===== config.mk =====
export PLATFORM = sky130hd
export DESIGN_NAME = alu_sequencer
export DESIGN_NICKNAME = d
export VERILOG_FILES = /design/src/rtl/alu_sequencer_pkg.sv /design/src/rtl/alu_seq_rom.sv /design/src/rtl/alu_sequencer.sv
export SDC_FILE = /design/constraint.sdc
export NUM_CORES = 1
export LEC_CHECK = 0
export CAP_MARGIN = 10
export CORE_MARGIN = 4
export CORE_UTILIZATION = 41
export CTS_CLUSTER_DIAMETER = 50
export CTS_CLUSTER_SIZE = 14
export DETAILED_ROUTE_END_ITERATION = 12
export GPL_ROUTABILITY_DRIVEN = 1
export HOLD_SLACK_MARGIN = 0.03
export PLACE_DENSITY = 0.73
export SKIP_LAST_GASP = 1
export SYNTH_ARGS = -nofsm -noshare
export SYNTH_HDL_FRONTEND = slang
export SYNTH_SLANG_ARGS = --single-unit

===== constraint.sdc =====
create_clock -name clock -period 1.39 [get_ports clock]
set_input_delay 0.139 -clock clock [delete_from_list [all_inputs] [get_ports clock]]
set_output_delay 0.139 -clock clock [all_outputs]
set_load 0.05 [all_outputs]

===== src/rtl/alu_sequencer_pkg.sv =====
// Shared ALU select encodings, sequencer command codes, FSM state codes and the
// per-step control word produced by alu_seq_rom.
package alu_sequencer_pkg;

   localparam logic [1:0] ALU_OP_ADD  = 2'd0;
   localparam logic [1:0] ALU_OP_ROL  = 2'd1;
   localparam logic [1:0] ALU_OP_ROR  = 2'd2;
   localparam logic [1:0] ALU_OP_PASS = 2'd3;

   localparam logic [2:0] ALU_IN0_ACC      = 3'd0;
   localparam logic [2:0] ALU_IN0_ACC_INV  = 3'd1;
   localparam logic [2:0] ALU_IN0_REG      = 3'd2;
   localparam logic [2:0] ALU_IN0_REG_INV  = 3'd3;
   localparam logic [2:0] ALU_IN0_DATA     = 3'd4;
   localparam logic [2:0] ALU_IN0_DATA_INV = 3'd5;

   localparam logic [1:0] ALU_IN1_ACC     = 2'd0;
   localparam logic [1:0] ALU_IN1_REG     = 2'd1;
   localparam logic [1:0] ALU_IN1_ONE     = 2'd2;
   localparam logic [1:0] ALU_IN1_ONE_INV = 2'd3;

   localparam logic [1:0] ALU_CIN_ZERO      = 2'd0;
   localparam logic [1:0] ALU_CIN_ONE       = 2'd1;
   localparam logic [1:0] ALU_CIN_CARRY     = 2'd2;
   localparam logic [1:0] ALU_CIN_CARRY_INV = 2'd3;

   localparam logic [3:0] SEQ_OP_NOP = 4'd0;
   localparam logic [3:0] SEQ_OP_ADD = 4'd1;
   localparam logic [3:0] SEQ_OP_SUB = 4'd2;
   localparam logic [3:0] SEQ_OP_LDM = 4'd3;
   localparam logic [3:0] SEQ_OP_IAC = 4'd4;
   localparam logic [3:0] SEQ_OP_DAC = 4'd5;
   localparam logic [3:0] SEQ_OP_RAL = 4'd6;
   localparam logic [3:0] SEQ_OP_RAR = 4'd7;
   localparam logic [3:0] SEQ_OP_CMA = 4'd8;
   localparam logic [3:0] SEQ_OP_CMC = 4'd9;
   localparam logic [3:0] SEQ_OP_CLB = 4'd10;
   localparam logic [3:0] SEQ_OP_INC = 4'd11;
   localparam logic [3:0] SEQ_OP_XCH = 4'd12;
   localparam logic [3:0] SEQ_OP_STC = 4'd13;
   localparam logic [3:0] SEQ_OP_CLC = 4'd14;
   localparam logic [3:0] SEQ_OP_RSV = 4'd15;

   localparam logic [1:0] StIdle = 2'd0;
   localparam logic [1:0] StExec = 2'd1;
   localparam logic [1:0] StDone = 2'd2;

   // All-zero word is the idle value: ADD/ACC/ACC/ZERO, no writes.
   typedef struct packed {
      logic [1:0] alu_op;
      logic [2:0] in0_sel;
      logic [1:0] in1_sel;
      logic [1:0] cin_sel;
      logic       acc_we;
      logic       carry_we;
      logic       reg_we;
      logic       wb_tmp;
      logic       tmp_load;
      logic       last;
   } step_ctrl_t;

endpackage


===== src/rtl/alu_seq_rom.sv =====
// Combinational step table: (command, step index) -> ALU selects, write enables,
// writeback source, temp-latch load and last-step flag.
module alu_seq_rom
   import alu_sequencer_pkg::*;
(
   input  logic [3:0] op_i,
   input  logic [1:0] step_i,
   output step_ctrl_t ctrl_o
);

   always_comb begin
      ctrl_o      = '0;
      ctrl_o.last = 1'b1;
      unique case (op_i)
         SEQ_OP_ADD: begin
            ctrl_o.in0_sel  = ALU_IN0_REG;
            ctrl_o.cin_sel  = ALU_CIN_CARRY;
            ctrl_o.acc_we   = 1'b1;
            ctrl_o.carry_we = 1'b1;
         end
         SEQ_OP_SUB: begin
            ctrl_o.in0_sel  = ALU_IN0_REG_INV;
            ctrl_o.cin_sel  = ALU_CIN_CARRY_INV;
            ctrl_o.acc_we   = 1'b1;
            ctrl_o.carry_we = 1'b1;
         end
         SEQ_OP_LDM: begin
            ctrl_o.in0_sel = ALU_IN0_DATA;
            ctrl_o.cin_sel = ALU_CIN_CARRY;
            ctrl_o.alu_op  = ALU_OP_PASS;
            ctrl_o.acc_we  = 1'b1;
         end
         SEQ_OP_IAC, SEQ_OP_DAC: begin
            ctrl_o.in1_sel  = (op_i == SEQ_OP_IAC) ? ALU_IN1_ONE : ALU_IN1_ONE_INV;
            ctrl_o.cin_sel  = (op_i == SEQ_OP_IAC) ? ALU_CIN_ZERO : ALU_CIN_ONE;
            ctrl_o.acc_we   = 1'b1;
            ctrl_o.carry_we = 1'b1;
         end
         SEQ_OP_RAL, SEQ_OP_RAR: begin
            ctrl_o.cin_sel  = ALU_CIN_CARRY;
            ctrl_o.alu_op   = (op_i == SEQ_OP_RAL) ? ALU_OP_ROL : ALU_OP_ROR;
            ctrl_o.acc_we   = 1'b1;
            ctrl_o.carry_we = 1'b1;
         end
         SEQ_OP_CMA: begin
            ctrl_o.in0_sel = ALU_IN0_ACC_INV;
            ctrl_o.cin_sel = ALU_CIN_CARRY;
            ctrl_o.alu_op  = ALU_OP_PASS;
            ctrl_o.acc_we  = 1'b1;
         end
         SEQ_OP_CMC: begin
            ctrl_o.cin_sel  = ALU_CIN_CARRY_INV;
            ctrl_o.alu_op   = ALU_OP_PASS;
            ctrl_o.carry_we = 1'b1;
         end
         SEQ_OP_CLB: begin
            if (step_i == 2'd0) begin
               // ~acc + acc + 1 wraps to zero, clearing acc in one pass.
               ctrl_o.in0_sel  = ALU_IN0_ACC_INV;
               ctrl_o.cin_sel  = ALU_CIN_ONE;
               ctrl_o.acc_we   = 1'b1;
               ctrl_o.carry_we = 1'b1;
               ctrl_o.last     = 1'b0;
            end else begin
               ctrl_o.alu_op   = ALU_OP_PASS;
               ctrl_o.carry_we = 1'b1;
            end
         end
         SEQ_OP_INC: begin
            ctrl_o.in0_sel = ALU_IN0_REG;
            ctrl_o.in1_sel = ALU_IN1_ONE;
            ctrl_o.reg_we  = 1'b1;
         end
         SEQ_OP_XCH: begin
            unique case (step_i)
               2'd0: begin
                  ctrl_o.in0_sel  = ALU_IN0_REG;
                  ctrl_o.cin_sel  = ALU_CIN_CARRY;
                  ctrl_o.alu_op   = ALU_OP_PASS;
                  ctrl_o.tmp_load = 1'b1;
                  ctrl_o.last     = 1'b0;
               end
               2'd1: begin
                  ctrl_o.cin_sel = ALU_CIN_CARRY;
                  ctrl_o.alu_op  = ALU_OP_PASS;
                  ctrl_o.reg_we  = 1'b1;
                  ctrl_o.last    = 1'b0;
               end
               default: begin
                  ctrl_o.wb_tmp = 1'b1;
                  ctrl_o.acc_we = 1'b1;
               end
            endcase
         end
         SEQ_OP_STC, SEQ_OP_CLC: begin
            ctrl_o.cin_sel  = (op_i == SEQ_OP_STC) ? ALU_CIN_ONE : ALU_CIN_ZERO;
            ctrl_o.alu_op   = ALU_OP_PASS;
            ctrl_o.carry_we = 1'b1;
         end
         default: ;
      endcase
   end

endmodule


===== src/rtl/alu_sequencer.sv =====
// Multi-cycle accumulator-group controller: FSM, step counter and XCH temp latch.
// Optional sticky illegal-opcode flag when ALU_SEQ_ILLEGAL_TRAP_EN is defined.
module alu_sequencer
   import alu_sequencer_pkg::*;
(
   input  logic       clock,
   input  logic       reset,
   input  logic       start_i,
   input  logic [3:0] op_i,
   output logic       ready_o,
   output logic       busy_o,
   output logic       done_o,
   output logic [1:0] alu_op_o,
   output logic [2:0] alu_in0_sel_o,
   output logic [1:0] alu_in1_sel_o,
   output logic [1:0] alu_cin_sel_o,
   input  logic [4:0] alu_result_i,
   output logic       acc_we_o,
   output logic       carry_we_o,
   output logic       reg_we_o,
`ifdef ALU_SEQ_ILLEGAL_TRAP_EN
   output logic       illegal_o,
`endif
   output logic [3:0] wb_data_o
);

   logic [1:0] state_q, state_d;
   logic [1:0] step_q, step_d;
   logic [3:0] op_q, op_d;
   logic [3:0] tmp_q, tmp_d;
   logic       exec;
   logic       accept;
   step_ctrl_t rom_ctrl;
   step_ctrl_t ctrl;

   alu_seq_rom u_rom (
      .op_i   (op_q),
      .step_i (step_q),
      .ctrl_o (rom_ctrl)
   );

   assign exec    = (state_q == StExec);
   assign ready_o = (state_q == StIdle) || (state_q == StDone);
   assign busy_o  = exec;
   assign done_o  = (state_q == StDone);
   assign accept  = start_i && ready_o;
   assign ctrl    = exec ? rom_ctrl : '0;

   assign alu_op_o      = ctrl.alu_op;
   assign alu_in0_sel_o = ctrl.in0_sel;
   assign alu_in1_sel_o = ctrl.in1_sel;
   assign alu_cin_sel_o = ctrl.cin_sel;
   assign acc_we_o      = ctrl.acc_we;
   assign carry_we_o    = ctrl.carry_we;
   assign reg_we_o      = ctrl.reg_we;
   assign wb_data_o     = ctrl.wb_tmp ? tmp_q : alu_result_i[3:0];

   always_comb begin
      state_d = state_q;
      step_d  = step_q;
      op_d    = op_q;
      tmp_d   = ctrl.tmp_load ? alu_result_i[3:0] : tmp_q;
      if (accept) begin
         state_d = StExec;
         step_d  = 2'd0;
         op_d    = op_i;
      end else if (exec) begin
         if (rom_ctrl.last) begin
            state_d = StDone;
         end else begin
            step_d = step_q + 2'd1;
         end
      end else if (state_q == StDone) begin
         state_d = StIdle;
      end
   end

   always_ff @(posedge clock) begin
      if (reset) begin
         state_q <= StIdle;
         step_q  <= 2'd0;
         op_q    <= SEQ_OP_NOP;
         tmp_q   <= 4'd0;
      end else begin
         state_q <= state_d;
         step_q  <= step_d;
         op_q    <= op_d;
         tmp_q   <= tmp_d;
      end
   end

`ifdef ALU_SEQ_ILLEGAL_TRAP_EN
   logic illegal_q;

   always_ff @(posedge clock) begin
      if (reset) begin
         illegal_q <= 1'b0;
      end else if (accept && (op_i == SEQ_OP_RSV)) begin
         illegal_q <= 1'b1;
      end
   end

   assign illegal_o = illegal_q;
`endif

endmodule

==> impl_metrics.tcl, run 1 <==
set metrics [dict create \
    syn_nets 156 \
    synth_area_sq_um 1000 \
    htreeDepth 1 \
    grt_worst_setup_endpoint "acc_we_o" \
    port_buffers 29 \
    synth_warnings 0 \
    worst_endpoint_kind "output port" \
    clockRootBuffer "clkbuf_4" \
    ys_seq_elements 12 \
    initial_core_util_pct 44.1 \
    synth_edf_count 0 \
    die_y_um 57.5 \
    die_x_um 57.5 \
    cts_made_buffers 3 \
    yosys_most_used_dff "dfxtp_1" \
    cts.sinks 12 \
    synthArstFlopShare_pct 0 \
    ys_seq_area_share_pct 23.9 \
    place_hpwl_um 2390 \
    yosysUniqueCellTypes 35 \
    synthCells 138 \
    dp_worst_setup_slack_ns -0.261 \
    clockBufferDepth 2 \
    gp_congestion 0.895 \
    grt_max_degree 12 \
    syn_area_per_cell_sq_um 7.27 \
    failed_stage "global routing (5_1_grt)" \
    stop_error "[ERROR DPL-0033] detailed placement checks failed during check placement." \
    num_io_pins 31 \
    rows 17 \
    antenna_found_initial 0 \
    cts_hold_buf 0 \
    status "stopped before the end" \
]
Yosys cell counts (2+ instances only):
| cell | n | area share (%) |
|---|---|---|
| ha_1 | 6 | 7.5 |
| mux2i_1 | 4 | 4.0 |
| and3_1 | 3 | 1.9 |
| dfxtp_1 | 12 | 24 |
| a21oi_1 | 12 | 6.0 |
| nor2_1 | 19 | 7.1 |
| clkbuf_1 | 3 | 1.1 |
| buf_2 | 3 | 1.5 |
| inv_1 | 8 | 3.0 |
| buf_4 | 9 | 6.7 |
| o21a_1 | 3 | 2.2 |
| nand2_1 | 18 | 6.7 |
| o31ai_1 | 2 | 1.5 |
| nand3_1 | 3 | 1.5 |
| and2b_1 | 2 | 1.5 |
| mux2_2 | 4 | 4.5 |
| o21ai_0 | 9 | 4.5 |
kinds of logic after synthesis:
group,share of synthesized area (%)
buf+inv,12.8
xor+xnor,0.873
mux,8.48
flops,23.9
compound gates,22.4
simple gates,23.9
fa+ha+maj,7.48
through the flow:
step / TNS, ns / cells / instance area (sq um)
after floorplan: -1.39 / 138 / 1100
after global placement: -1.99 / 217 / 1690
after detailed placement: -2.91 / 217 / 1690
after CTS: -6.37 / 230 / 2040
repair_timing:
| item | 4_1_cts |
|---|---|
| setup buffers | 9 |
| gates cloned | 0 |
| resized for setup | 69 |
| setup endpoints to repair | 25 |
| pin swaps | 19 |
==> inputs of run 2 (changes only) <==
--- a/config.mk
+++ b/config.mk
@@ -6,14 +6,11 @@
 export NUM_CORES = 1
 export LEC_CHECK = 0
 export CAP_MARGIN = 10
-export CORE_MARGIN = 4
-export CORE_UTILIZATION = 41
-export CTS_CLUSTER_DIAMETER = 50
-export CTS_CLUSTER_SIZE = 14
+export CORE_AREA = 4 4 65 67
 export DETAILED_ROUTE_END_ITERATION = 12
+export DIE_AREA = 0 0 69 71
 export GPL_ROUTABILITY_DRIVEN = 1
-export HOLD_SLACK_MARGIN = 0.03
-export PLACE_DENSITY = 0.73
+export PLACE_DENSITY_LB_ADDON = 0.15
 export SKIP_LAST_GASP = 1
 export SYNTH_ARGS = -nofsm -noshare
 export SYNTH_HDL_FRONTEND = slang
==> constraint.sdc (replaced) <==
create_clock -name clock -period 1.81 [get_ports clock]
set_input_delay 0.181 -clock clock [delete_from_list [all_inputs] [get_ports clock]]
set_output_delay 0.181 -clock clock [all_outputs]
set_load 0.05 [all_outputs]
==> impl_metrics.tcl, run 2 <==
set metrics [dict create \
    layout.cells.most_common "buf_4" \
    drive_gt1_share_pct 45.5 \
    hp-class "in -> reg" \
    dieArea_sq_um 4900 \
    synthSimpleGateAreaFrac_pct 23.9 \
    fillers 363 \
    r2r-start "step_q[0]$_SDFFE_PP0P_" \
    cp-start-kind "flip-flop" \
    cts.sinks 12 \
    cp_data_arrival_time_ns 1.65 \
    place_hpwl_um 2110 \
    endpoint "acc_we_o" \
    layout_min_cycle_time_ns 1.83 \
    final_cell_mix "23 x buf_4, 17 x nand2_1, 16 x buf_12, 15 x nor2_1, 10 x clkdlybuf4s50_1" \
    port_buffers 29 \
    antenna_cells 0 \
    htreeDepth 1 \
    ir_worst_vdd_mv 0.385 \
    num_io_pins 31 \
    cts_made_buffers 3 \
    yosys_most_used_dff "dfxtp_1" \
    synth_top_family_by_area "simple AND/OR/NAND/NOR gates" \
    yosys.area.top_type "dfxtp_1" \
    vias_per_cell 4.81 \
    hold_viol_final 0 \
    clk_transition_reported_paths_ns 0.06 \
    gp_congestion 0.749 \
    insertion_delay_ns 0.25 \
    antenna_left 0 \
    worstPathMaxFanout 5 \
    cts_tree "built" \
    core_area_sq_um 3630 \
    synthToLayoutAreaGrowth_pct 80.0 \
    power.density_nw_per_um2 713 \
    synth-compound-area-share_pct 22.4 \
    path_cells "inv_4 > ha_4 > and2b_1 > nor2_2 > nand2_2 > a221oi_4 > buf_12" \
    report.final.setup_viol 3 \
    synthArstFlopShare_pct 0 \
    leakage_nw 0.706 \
    synthAdderAreaFrac_pct 7.48 \
    critPathSlowestCell "dfxtp_4" \
    rsz0062_at_grt "true" \
    wl_per_cell_um 12.9 \
    track_usage_pct 11.4 \
    synth_top_area_share_pct 23.9 \
    regToRegEndpoint "step_q[0]$_SDFFE_PP0P_" \
    synth_area_leaders "dfxtp_1 24%, ha_1 7.5%, nor2_1 7.1%, buf_4 6.7%, nand2_1 6.7%" \
    reg2reg_slack_ns 0.15 \
    placed_area_sq_um 1540 \
    grt_pass1_vias 1101 \
    die_x_um 69 \
    fin_setup_tns_ns -0.0320 \
    holdPathStages 3 \
    tightest_slew_ns 0.300 \
    maxSlewViolCount 0 \
    die_y_um 71 \
    antenna_found_initial 0 \
    synthCells 138 \
    syn_nets 156 \
    synth_area_sq_um 1000 \
    cts_hold_buf 0 \
    rr_worst_depth 8 \
    crit_path_end_kind "output port" \
    slew_headroom_pct 80.0 \
    final_nets 197 \
    layout.cells.non_filler 226 \
    violations "negative setup slack" \
    finalClockSkew_ns 0.00981 \
    timing.hold.ws_ns 0.481 \
    ys_seq_area_share_pct 23.9 \
    initial_core_util_pct 27.6 \
    grt_pass1_wl_um 4750 \
    reg.largest.list "op_q: 4 flops, tmp_q: 4 flops" \
    drtIter0Drc 37 \
    maxCapViolations 0 \
    clockRootBuffer "clkbuf_8" \
    syn_area_per_cell_sq_um 7.27 \
    startpoint "step_q[0]$_SDFFE_PP0P_" \
    drt-total-wl_um 2910 \
    grt_max_degree 20 \
    synth_commonest_cells "19 x nor2_1, 18 x nand2_1, 12 x a21oi_1, 12 x dfxtp_1" \
    ys_seq_elements 12 \
    fin_crit_sh_pct 101 \
    finalWorstSetupSlack_ns -0.0162 \
    synth_xor_area_share_pct 0.873 \
    status "finished with violations" \
    synth_edf_count 0 \
    gr-total-overflow 0 \
    drc 0 \
    crit_required_ns 1.63 \
    via_count 1086 \
    muxShareOfSynthArea_pct 8.48 \
    fmax_mhz 548 \
    max_stage_delay_ns 0.36 \
    clockBufferDepth 2 \
    yosysUniqueCellTypes 35 \
    rows 22 \
    design_area_sq_um 1810 \
    critPathKind "reg -> out" \
    synth_warnings 0 \
    yosysMostFrequentCell "nor2_1" \
    dp.cells 213 \
    first_pass_iters 4 \
]
-- run 2: cell counts after synthesis --
No cell type changed its count.
-- run 2: power breakdown --
part | internal, W | switching, W | total (W) | leakage (nW)
clock network | 0.000192 | 0.000106 | 0.000298 | 0.0288
logic | 0.000313 | 0.000373 | 0.000686 | 0.577
registers | 0.000284 | 0.0000197 | 0.000304 | 0.100
-- run 2: area by class of cell --
type	count	area, sq um	share of cell area (%)
repair buffers	52	627	34.7
well taps	48	60.1	3.32
inverters	8	38.8	2.15
clock buffers	4	55.1	3.05
flip-flops and latches	12	251	13.9
multi-input cells	102	774	42.9
-- run 2: per-layer routing --
metal	track usage, %	up-vias	wire length [um]
li1	-	544	-
met2	20.9	23	1580
met3	2.84	2	141
met5	0	-	0
met4	5.21	0	16
met1	12.2	517	1170
-- run 2: kinds of logic after synthesis --
family	after synthesis
AND/OR/NAND/NOR	52
AO/OA/AOI/OAI	35
buffers and inverters	24
flip-flops	12
multiplexers	8
adder cells (fa/ha/maj)	6
XOR/XNOR	1
-- run 2: worst min path at each step --
| stage | start | to | slack (ns) |
|---|---|---|---|
| after detailed placement | tmp_q[3]$_SDFFE_PP0P_ | tmp_q[3]$_SDFFE_PP0P_ | 0.49 |
| after floorplan | op_i[0] | op_q[0]$_SDFFE_PP0P_ | 0.32 |
| after global routing | op_i[0] | op_q[0]$_SDFFE_PP0P_ | 0.50 |
| final | op_i[2] | op_q[2]$_SDFFE_PP0P_ | 0.48 |
| after global placement | tmp_q[0]$_SDFFE_PP0P_ | tmp_q[0]$_SDFFE_PP0P_ | 0.47 |
| after CTS | op_i[2] | op_q[2]$_SDFFE_PP0P_ | 0.48 |
-- run 2: through the flow --
| stage | util (%) | total power (W) | worst slack (ns) |
|---|---|---|---|
| 3_3_place_gp | 42.3 | 0.000889 | 0.0521 |
| 3_5_place_dp | 42.3 | 0.000900 | 0.0297 |
| 4_1_cts | 46.9 | 0.00124 | -0.0410 |
| 5_1_grt | 49.7 | 0.00136 | -0.0998 |
| 6_report | 49.7 | 0.00129 | -0.0162 |
| 2_1_floorplan | - | 0.000669 | 0.0223 |
-- run 2: what timing repair did --
| action | 4_1_cts | 5_1_grt |
|---|---|---|
| setup endpoints to repair | 11 | 13 |
| pin swaps | 9 | 11 |
| setup buffers | 5 | 4 |
| gates resized for setup | 23 | 21 |
-- run 2: critical path, delay by kind of cell (launching register included) --
| kind | cells | cell delay (ns) |
|---|---|---|
| adders and majority gates | 1 | 0.16 |
| buffers and inverters | 2 | 0.23 |
| AOI/OAI and AO/OA | 1 | 0.27 |
| and+or+nand+nor | 3 | 0.37 |
| DFF | 1 | 0.36 |
(Power assumes the default switching activity.)
